$ cat src/rtl/rbz_spi_host.sv
// rbz_spi_host: SPI mode-0 host that drives the raybox-zero reg and vec
// peripheral ports. It takes one parallel command (target, bit count,
// left-justified payload) per valid/ready handshake and shifts it out MSB
// first. Every SPI line comes straight from a flop, and the port that is
// not selected is parked at idle.
module rbz_spi_host #(
    parameter int MAX_BITS = 80,
    parameter int LEN_W    = 7,
    parameter int CLK_DIV  = 2,
    parameter int CSB_GAP  = 4
) (
    input  logic                i_clk,
    input  logic                i_reset_n,
    input  logic                i_cmd_valid,
    output logic                o_cmd_ready,
    input  logic                i_cmd_target,
    input  logic [LEN_W-1:0]    i_cmd_len,
    input  logic [MAX_BITS-1:0] i_cmd_data,
    output logic                o_busy,
    output logic                o_done,
    output logic                o_reg_csb,
    output logic                o_reg_sclk,
    output logic                o_reg_mosi,
    output logic                o_vec_csb,
    output logic                o_vec_sclk,
    output logic                o_vec_mosi
);

    localparam int CNT_W = $clog2(MAX_BITS + 1);
    localparam int TMR_W = 16;
    localparam logic [TMR_W-1:0] DIV_LOAD = TMR_W'(CLK_DIV - 1);
    localparam logic [TMR_W-1:0] GAP_LOAD = TMR_W'(CSB_GAP - 1);

    typedef enum logic [2:0] {
        ST_IDLE,
        ST_SETUP,
        ST_HIGH,
        ST_LOW,
        ST_HOLD,
        ST_GAP
    } state_t;

    state_t              state_reg, state_next;
    logic [TMR_W-1:0]    timer_reg, timer_next;
    logic [CNT_W-1:0]    bit_cnt_reg, bit_cnt_next;
    logic [MAX_BITS-1:0] shift_reg, shift_next;
    logic                target_reg, target_next;
    logic                done_reg, done_next;
    logic                ready_reg;
    logic                busy_reg;
    logic [CNT_W-1:0]    len_clamped;
    logic                timer_end;
    logic                frame_next;

    assign timer_end  = (timer_reg == '0);
    assign frame_next = (state_next == ST_SETUP) || (state_next == ST_HIGH) ||
                        (state_next == ST_LOW)   || (state_next == ST_HOLD);

    // Lengths above the payload width are clamped to a full-width frame.
    always_comb begin
        if (int'(i_cmd_len) > MAX_BITS) begin
            len_clamped = CNT_W'(MAX_BITS);
        end else begin
            len_clamped = CNT_W'(i_cmd_len);
        end
    end

    // Next-state logic: every phase is timed by one shared down-counter.
    always_comb begin
        state_next   = state_reg;
        timer_next   = timer_reg;
        bit_cnt_next = bit_cnt_reg;
        shift_next   = shift_reg;
        target_next  = target_reg;
        done_next    = 1'b0;
        case (state_reg)
            ST_IDLE: begin
                if (i_cmd_valid) begin
                    target_next  = i_cmd_target;
                    shift_next   = i_cmd_data;
                    bit_cnt_next = len_clamped;
                    if (len_clamped == '0) begin
                        // Empty command: complete at once, stay idle.
                        done_next = 1'b1;
                    end else begin
                        state_next = ST_SETUP;
                        timer_next = DIV_LOAD;
                    end
                end
            end
            ST_SETUP: begin
                if (timer_end) begin
                    state_next = ST_HIGH;
                    timer_next = DIV_LOAD;
                end else begin
                    timer_next = timer_reg - TMR_W'(1);
                end
            end
            ST_HIGH: begin
                if (timer_end) begin
                    bit_cnt_next = bit_cnt_reg - CNT_W'(1);
                    timer_next   = DIV_LOAD;
                    if (bit_cnt_reg == CNT_W'(1)) begin
                        state_next = ST_HOLD;
                    end else begin
                        // Shift on entry to LOW so mosi moves on the falling edge.
                        state_next = ST_LOW;
                        shift_next = shift_reg << 1;
                    end
                end else begin
                    timer_next = timer_reg - TMR_W'(1);
                end
            end
            ST_LOW: begin
                if (timer_end) begin
                    state_next = ST_HIGH;
                    timer_next = DIV_LOAD;
                end else begin
                    timer_next = timer_reg - TMR_W'(1);
                end
            end
            ST_HOLD: begin
                if (timer_end) begin
                    state_next = ST_GAP;
                    timer_next = GAP_LOAD;
                    done_next  = 1'b1;
                end else begin
                    timer_next = timer_reg - TMR_W'(1);
                end
            end
            ST_GAP: begin
                if (timer_end) begin
                    state_next = ST_IDLE;
                end else begin
                    timer_next = timer_reg - TMR_W'(1);
                end
            end
            default: begin
                state_next = ST_IDLE;
            end
        endcase
    end

    // State, counters, and the status flops that are decoded from the next state.
    always_ff @(posedge i_clk or negedge i_reset_n) begin
        if (!i_reset_n) begin
            state_reg   <= ST_IDLE;
            timer_reg   <= '0;
            bit_cnt_reg <= '0;
            shift_reg   <= '0;
            target_reg  <= 1'b0;
            done_reg    <= 1'b0;
            ready_reg   <= 1'b1;
            busy_reg    <= 1'b0;
        end else begin
            state_reg   <= state_next;
            timer_reg   <= timer_next;
            bit_cnt_reg <= bit_cnt_next;
            shift_reg   <= shift_next;
            target_reg  <= target_next;
            done_reg    <= done_next;
            ready_reg   <= (state_next == ST_IDLE);
            busy_reg    <= (state_next != ST_IDLE);
        end
    end

    // Line flops for each target. Index 0 is the reg port and index 1 is the vec port.
    genvar gi;
    generate
        for (gi = 0; gi < 2; gi++) begin : g_tgt
            localparam logic TGT = 1'(gi);
            logic csb_q;
            logic sclk_q;
            logic mosi_q;
            logic sel_next;

            assign sel_next = frame_next && (target_next == TGT);

            // This port leaves idle only while a frame addressed to it is in progress.
            always_ff @(posedge i_clk or negedge i_reset_n) begin
                if (!i_reset_n) begin
                    csb_q  <= 1'b1;
                    sclk_q <= 1'b0;
                    mosi_q <= 1'b0;
                end else begin
                    csb_q  <= !sel_next;
                    sclk_q <= sel_next && (state_next == ST_HIGH);
                    mosi_q <= sel_next && shift_next[MAX_BITS-1];
                end
            end
        end
    endgenerate

    assign o_reg_csb   = g_tgt[0].csb_q;
    assign o_reg_sclk  = g_tgt[0].sclk_q;
    assign o_reg_mosi  = g_tgt[0].mosi_q;
    assign o_vec_csb   = g_tgt[1].csb_q;
    assign o_vec_sclk  = g_tgt[1].sclk_q;
    assign o_vec_mosi  = g_tgt[1].mosi_q;
    assign o_cmd_ready = ready_reg;
    assign o_busy      = busy_reg;
    assign o_done      = done_reg;

endmodule
$ cat config.mk
export PLATFORM = sky130hd
export DESIGN_NAME = rbz_spi_host
export DESIGN_NICKNAME = d
export VERILOG_FILES = /design/src/rtl/rbz_spi_host.sv
export SDC_FILE = /design/constraint.sdc
export NUM_CORES = 1
export LEC_CHECK = 0
export ABC_CLOCK_PERIOD_IN_PS = 3100
export CORE_MARGIN = 2
export CORE_UTILIZATION = 54
export CTS_BUF_LIST = sky130_fd_sc_hd__clkbuf_2 sky130_fd_sc_hd__clkbuf_4 sky130_fd_sc_hd__clkbuf_8
export DETAILED_ROUTE_END_ITERATION = 6
export GPL_TIMING_DRIVEN = 0
export PLACE_DENSITY = 0.82
export SLEW_MARGIN = 25
export SYNTH_ARGS = -nofsm -noshare
export SYNTH_HDL_FRONTEND = slang
export SYNTH_SLANG_ARGS = --single-unit
$ cat constraint.sdc
create_clock -name i_clk -period 3.1 [get_ports i_clk]
set_input_delay 0.31 -clock i_clk [delete_from_list [all_inputs] [get_ports i_clk]]
set_output_delay 0.31 -clock i_clk [all_outputs]
set_load 0.01 [all_outputs]
**After elaboration in Yosys (flattened, before gate mapping)**

Index checks and enable logic that the tools add are counted.
Widths: inputs -> output; s select.

- Bits in registers: 116
- Latch bits: 0
- Bits in writable memories: 0
- Memory bits (read-only): 0
- Input port bits: 91
- Memories: 0

- Add/subtract/negate cells: 2
- Multipliers: 0
- Div/mod/pow operators: 0
- Order comparisons: 1
- Eq/ne operators: 15
- Shift operators: 0
- Muxes and demuxes: 28
- Bitwise gates (word level): 1
- Reductions and logical operators: 23

Operators with widths:

| kind | count |
|---|---|
| $mux 80 | 3 |
| $pmux 80 s2 | 1 |
| $mux 16 | 5 |
| $pmux 16 s4 | 1 |
| $mux 3 | 7 |
| $mux 7 | 3 |
| $logic_not 16->1 | 1 |
| $sub 16x1->16 const B | 1 |
| $pmux 3 s5 | 1 |
| $pmux 7 s2 | 1 |
| $eq 3x2->1 const B | 4 |
| $ne 2x2->1 const B | 5 |
| $eq 3x3->1 const B | 3 |
| $reduce_and 4->1 | 2 |
| $eq 7x1->1 const B | 1 |
| $gt 7x7->1 const B | 1 |
| $logic_not 7->1 | 1 |
| $sub 7x1->7 const B | 1 |
| $eq 3x1->1 const B | 2 |
| $logic_and 1x1->1 | 6 |
| $logic_not 3->1 | 2 |
| $mux 1 | 5 |
| $reduce_bool 4->1 | 1 |
| $logic_or 1x1->1 | 3 |
| other kinds (8) | 9 |

**Depth between registers and ports, before layout**

- Depth in word-level cells: 12
- Mapped depth: 10
- Depth with buffers taken out: 8

**Worst setup path after synthesis**

Ideal clock, no wire load.

- Kind: flip-flop to flip-flop
- Start point: reg timer_reg[0]
- End point: reg shift_reg[58]
- Setup time: 0.118 ns
- Data arrival time: 2.263 ns
- Required time: 2.982 ns
- Setup slack: 0.719 ns
- Stages on the path, launching flop included: 10
- Clock period less this slack: 2.381 ns
- Cells stage by stage: dfrtp_1 inv_1 ha_1 nor4b_1 nand4_1 nor3_2 nor2_1 clkbuf_1 clkbuf_1 a21o_1

- Word-level cells in the longest chain between the ends: 3

Ends and longest elaborated chain:

| element | line | RTL |
|---|---|---|
| start, declared | 44 | `logic [TMR_W-1:0] timer_reg, timer_next;` |
| start signal, assigned | 157 | `timer_reg <= timer_next;` |
| $logic_not 16->1 | 55 | `assign timer_end = (timer_reg == '0);` |
| $ne 2x2->1 (no source line) | - |  |
| $reduce_and 4->1 (no source line) | - |  |
| end signal, assigned | 159 | `shift_reg <= shift_next;` |
| end, declared | 46 | `logic [MAX_BITS-1:0] shift_reg, shift_next;` |

Every way passes these cells.
A chain may end at the register's enable or synchronous reset.

**Final worst setup path**

- Start point: reg state_reg[2]
- End point: reg shift_reg[61]

- Word-level cells in the longest chain between the ends: 3

Ends and longest elaborated chain:

| element | line | RTL |
|---|---|---|
| start, declared | 43 | `state_t state_reg, state_next;` |
| start signal, assigned | 156 | `state_reg <= state_next;` |
| $eq 3x2->1 / $logic_not 3->1 (equally long branches) | 76 | `case (state_reg)` |
| $ne 2x2->1 (no source line) / $reduce_bool 2->1 (equally long branches) | - |  |
| $reduce_and 4->1 (no source line) | - |  |

Several ways; a longest one is shown, not always the timed one.

==> results_dict.tcl <==
set metrics [dict create \
    status "finished clean" \
    dieArea_um2 11000 \
    yosysTopAreaCell "dfrtp_1" \
    ys_ff_latch 116 \
    fmax_ghz 0.351 \
    drv_slew 0 \
    cp_data_required_time_ps 3430 \
    die_h_um 105 \
    synth_ff_type "dfrtp_1" \
    met3_length_um 777 \
    hp-class "in2async" \
    period_share_pct 92.0 \
    setup_viol 0 \
    syn_area_per_cell_um2 11.0 \
    grt_pass1_wl_um 22300 \
    htreeDepth 4 \
    antenna_found_initial 0 \
    cts_buffers 17 \
    power_mw 3.86 \
    synth_common_cells "dfrtp_1, a21o_1, a22o_1" \
    fin_crit_ps 2850 \
    synth_fp_nets 593 \
    final_nets 717 \
    initial_core_util_pct 55.8 \
    dp_hpwl_um 9140 \
    final-hold-violation-count 0 \
    maxSlewHeadroom_pct 50.4 \
    cts_root_buffer "clkbuf_8" \
    ios 100 \
    syn_inst 498 \
    synth_cell_types 53 \
    grt.overflow.total 0 \
    synth_top_area_share_pct 51.6 \
    place_congestion 0.887 \
    tightest_slew_ps 744 \
    cp-end-kind "register" \
    drive_gt1_share_pct 9.29 \
    cts_sinks 116 \
    netlist_area_um2 5480 \
    largest_reg_flops 80 \
    r2r-start "state_reg[2]$_DFF_PN0_" \
    routed_wl_um 13300 \
    path_clk_slew_ps 70 \
    ir_drop_v 0.000367 \
    route.met2.wl_um 6510 \
    instances_no_fill 768 \
    critPathMaxFanout 10 \
    cp-startpoint "state_reg[2]$_DFF_PN0_" \
    powerDensity_nw_per_um2 538 \
    met1Wirelength_um 5760 \
    antenna_cells 0 \
    async_flop_share_pct 100 \
    leakagePower_nw 3.56 \
    portBuffers 99 \
    first_global_vias 4599 \
    whs_ps 345 \
    ys_seq_area_share_pct 53.1 \
    rows 36 \
    grt_max_degree 77 \
    clk_latency_ps 450 \
    clk_path_buf_depth 2 \
    first_pass_iters 4 \
    critPathLaunchType "register" \
    cts_tree "yes" \
    ant_nets 0 \
    finalClockSkew_ps 15.7 \
    drc_errors 0 \
    synth_edf_count 0 \
    maxCapViolations 0 \
    dieWidth_um 105 \
    grt_usage_pct 25.6 \
    criticalPathCategory "reg2reg" \
    avgRoutedWirePerCell_um 17.3 \
    avgViaCountPerCell 5.91 \
    yosysMostFrequentCell "dfrtp_1" \
    rsz0062_at_grt "no" \
    top_layer "met4" \
    synthTopCellsByArea "dfrtp_1, a22o_1, a21o_1" \
    first_iter_violations 257 \
    arrival_ps 3180 \
    ys_warn_count 0 \
    core-area_um2 9820 \
    area_delta_synth_final_pct 31.1 \
    vias 4542 \
    dp.cells 731 \
]
[logic make-up after synthesis]
| logic type | after synthesis | share of synthesized area [%] |
|---|---|---|
| flip-flops | 116 | 53.1 |
| XOR/XNOR | 1 | 0.160 |
| adder cells (fa/ha/maj) | 4 | 0.914 |
| multiplexers | 5 | 0.960 |
| buffers and inverters | 48 | 3.50 |
| AO/OA/AOI/OAI | 229 | 31.5 |
| AND/OR/NAND/NOR | 95 | 9.87 |
[cell usage in the layout, fill, tap and decap left out, drive strengths merged, types with 10 or more instances in the layout]
| cell type | Yosys | routed |
|---|---|---|
| a22o | 79 | 79 |
| or4 | 17 | 17 |
| nand2 | 16 | 16 |
| clkbuf | 30 | 54 |
| buf | 6 | 12 |
| o21ai | 21 | 21 |
| or3 | 10 | 10 |
| dfrtp | 113 | 113 |
| a21o | 81 | 81 |
| a21oi | 22 | 22 |
| clkdlybuf4s50 | 0 | 98 |
| nor2 | 21 | 21 |
| inv | 12 | 12 |
[path summary, 6_finish.rpt]
kind	to	slack [ps]	cells after the start
max in group asynchronous	o_vec_csb$_DFF_PN1_	2060	3
worst min register to register	shift_reg[76]$_DFFE_PN0P_	480	1
worst max-delay path	shift_reg[61]$_DFFE_PN0P_	250	7
worst max register to register	shift_reg[61]$_DFFE_PN0P_	250	7
min in group i_clk	shift_reg[0]$_DFFE_PN0P_	440	3
worst min-delay path	timer_reg[5]$_DFFE_PN0P_	350	2
[worst max-delay path, cell delays in order, from the launching register on]
cell      delay, ps
dfrtp_1         360
clkbuf_1        180
nor4b_1         490
clkbuf_1        620
nor2_1          290
clkbuf_1        280
clkbuf_1        270
a21o_1          240
[through the flow]
step           TNS, ps  worst slack, ps  instance area (um^2)  util, %
2_1_floorplan        0              719                  5480        -
3_3_place_gp   -298590            -2610                  6630     67.6
4_1_cts              0             26.8                  7140     72.8
5_1_grt              0             90.7                  7180     73.1
3_5_place_dp     -1330            -81.1                  6660     67.9
6_report             0              248                  7180     73.1
[area by class of cell]
cell class	instances	area, um^2
Clock buffer	24	318
Buffer	36	146
Sequential cell	116	2910
Multi-Input combinational cell	334	2390
Inverter	12	45.0
Tap cell	133	166
Timing Repair Buffer	105	1060
Clock inverter	8	148
Fill cell	729	2640
[where the power goes]
part	switching, mW	internal, mW	total (mW)
registers	0.144	1.66	1.81
logic	0.193	0.247	0.440
clock network	0.614	1.00	1.62
total	0.950	2.91	3.86
[routing by layer]
layer  GRT usage [%]  vias up
met5               0        -
met4            10.0        0
li1                -     2145
met1            32.6     2240
met2            41.1      138
met3            7.74       19
[timing repair]
action,4_1_cts,5_1_grt
hold buffers,1,0
endpoints found under the hold margin,39,0
resized for setup,1,0
endpoints found under the setup margin,20,20
setup buffers,0,4
cloned,0,0
pin swaps,0,2
(Power assumes the default switching activity.)
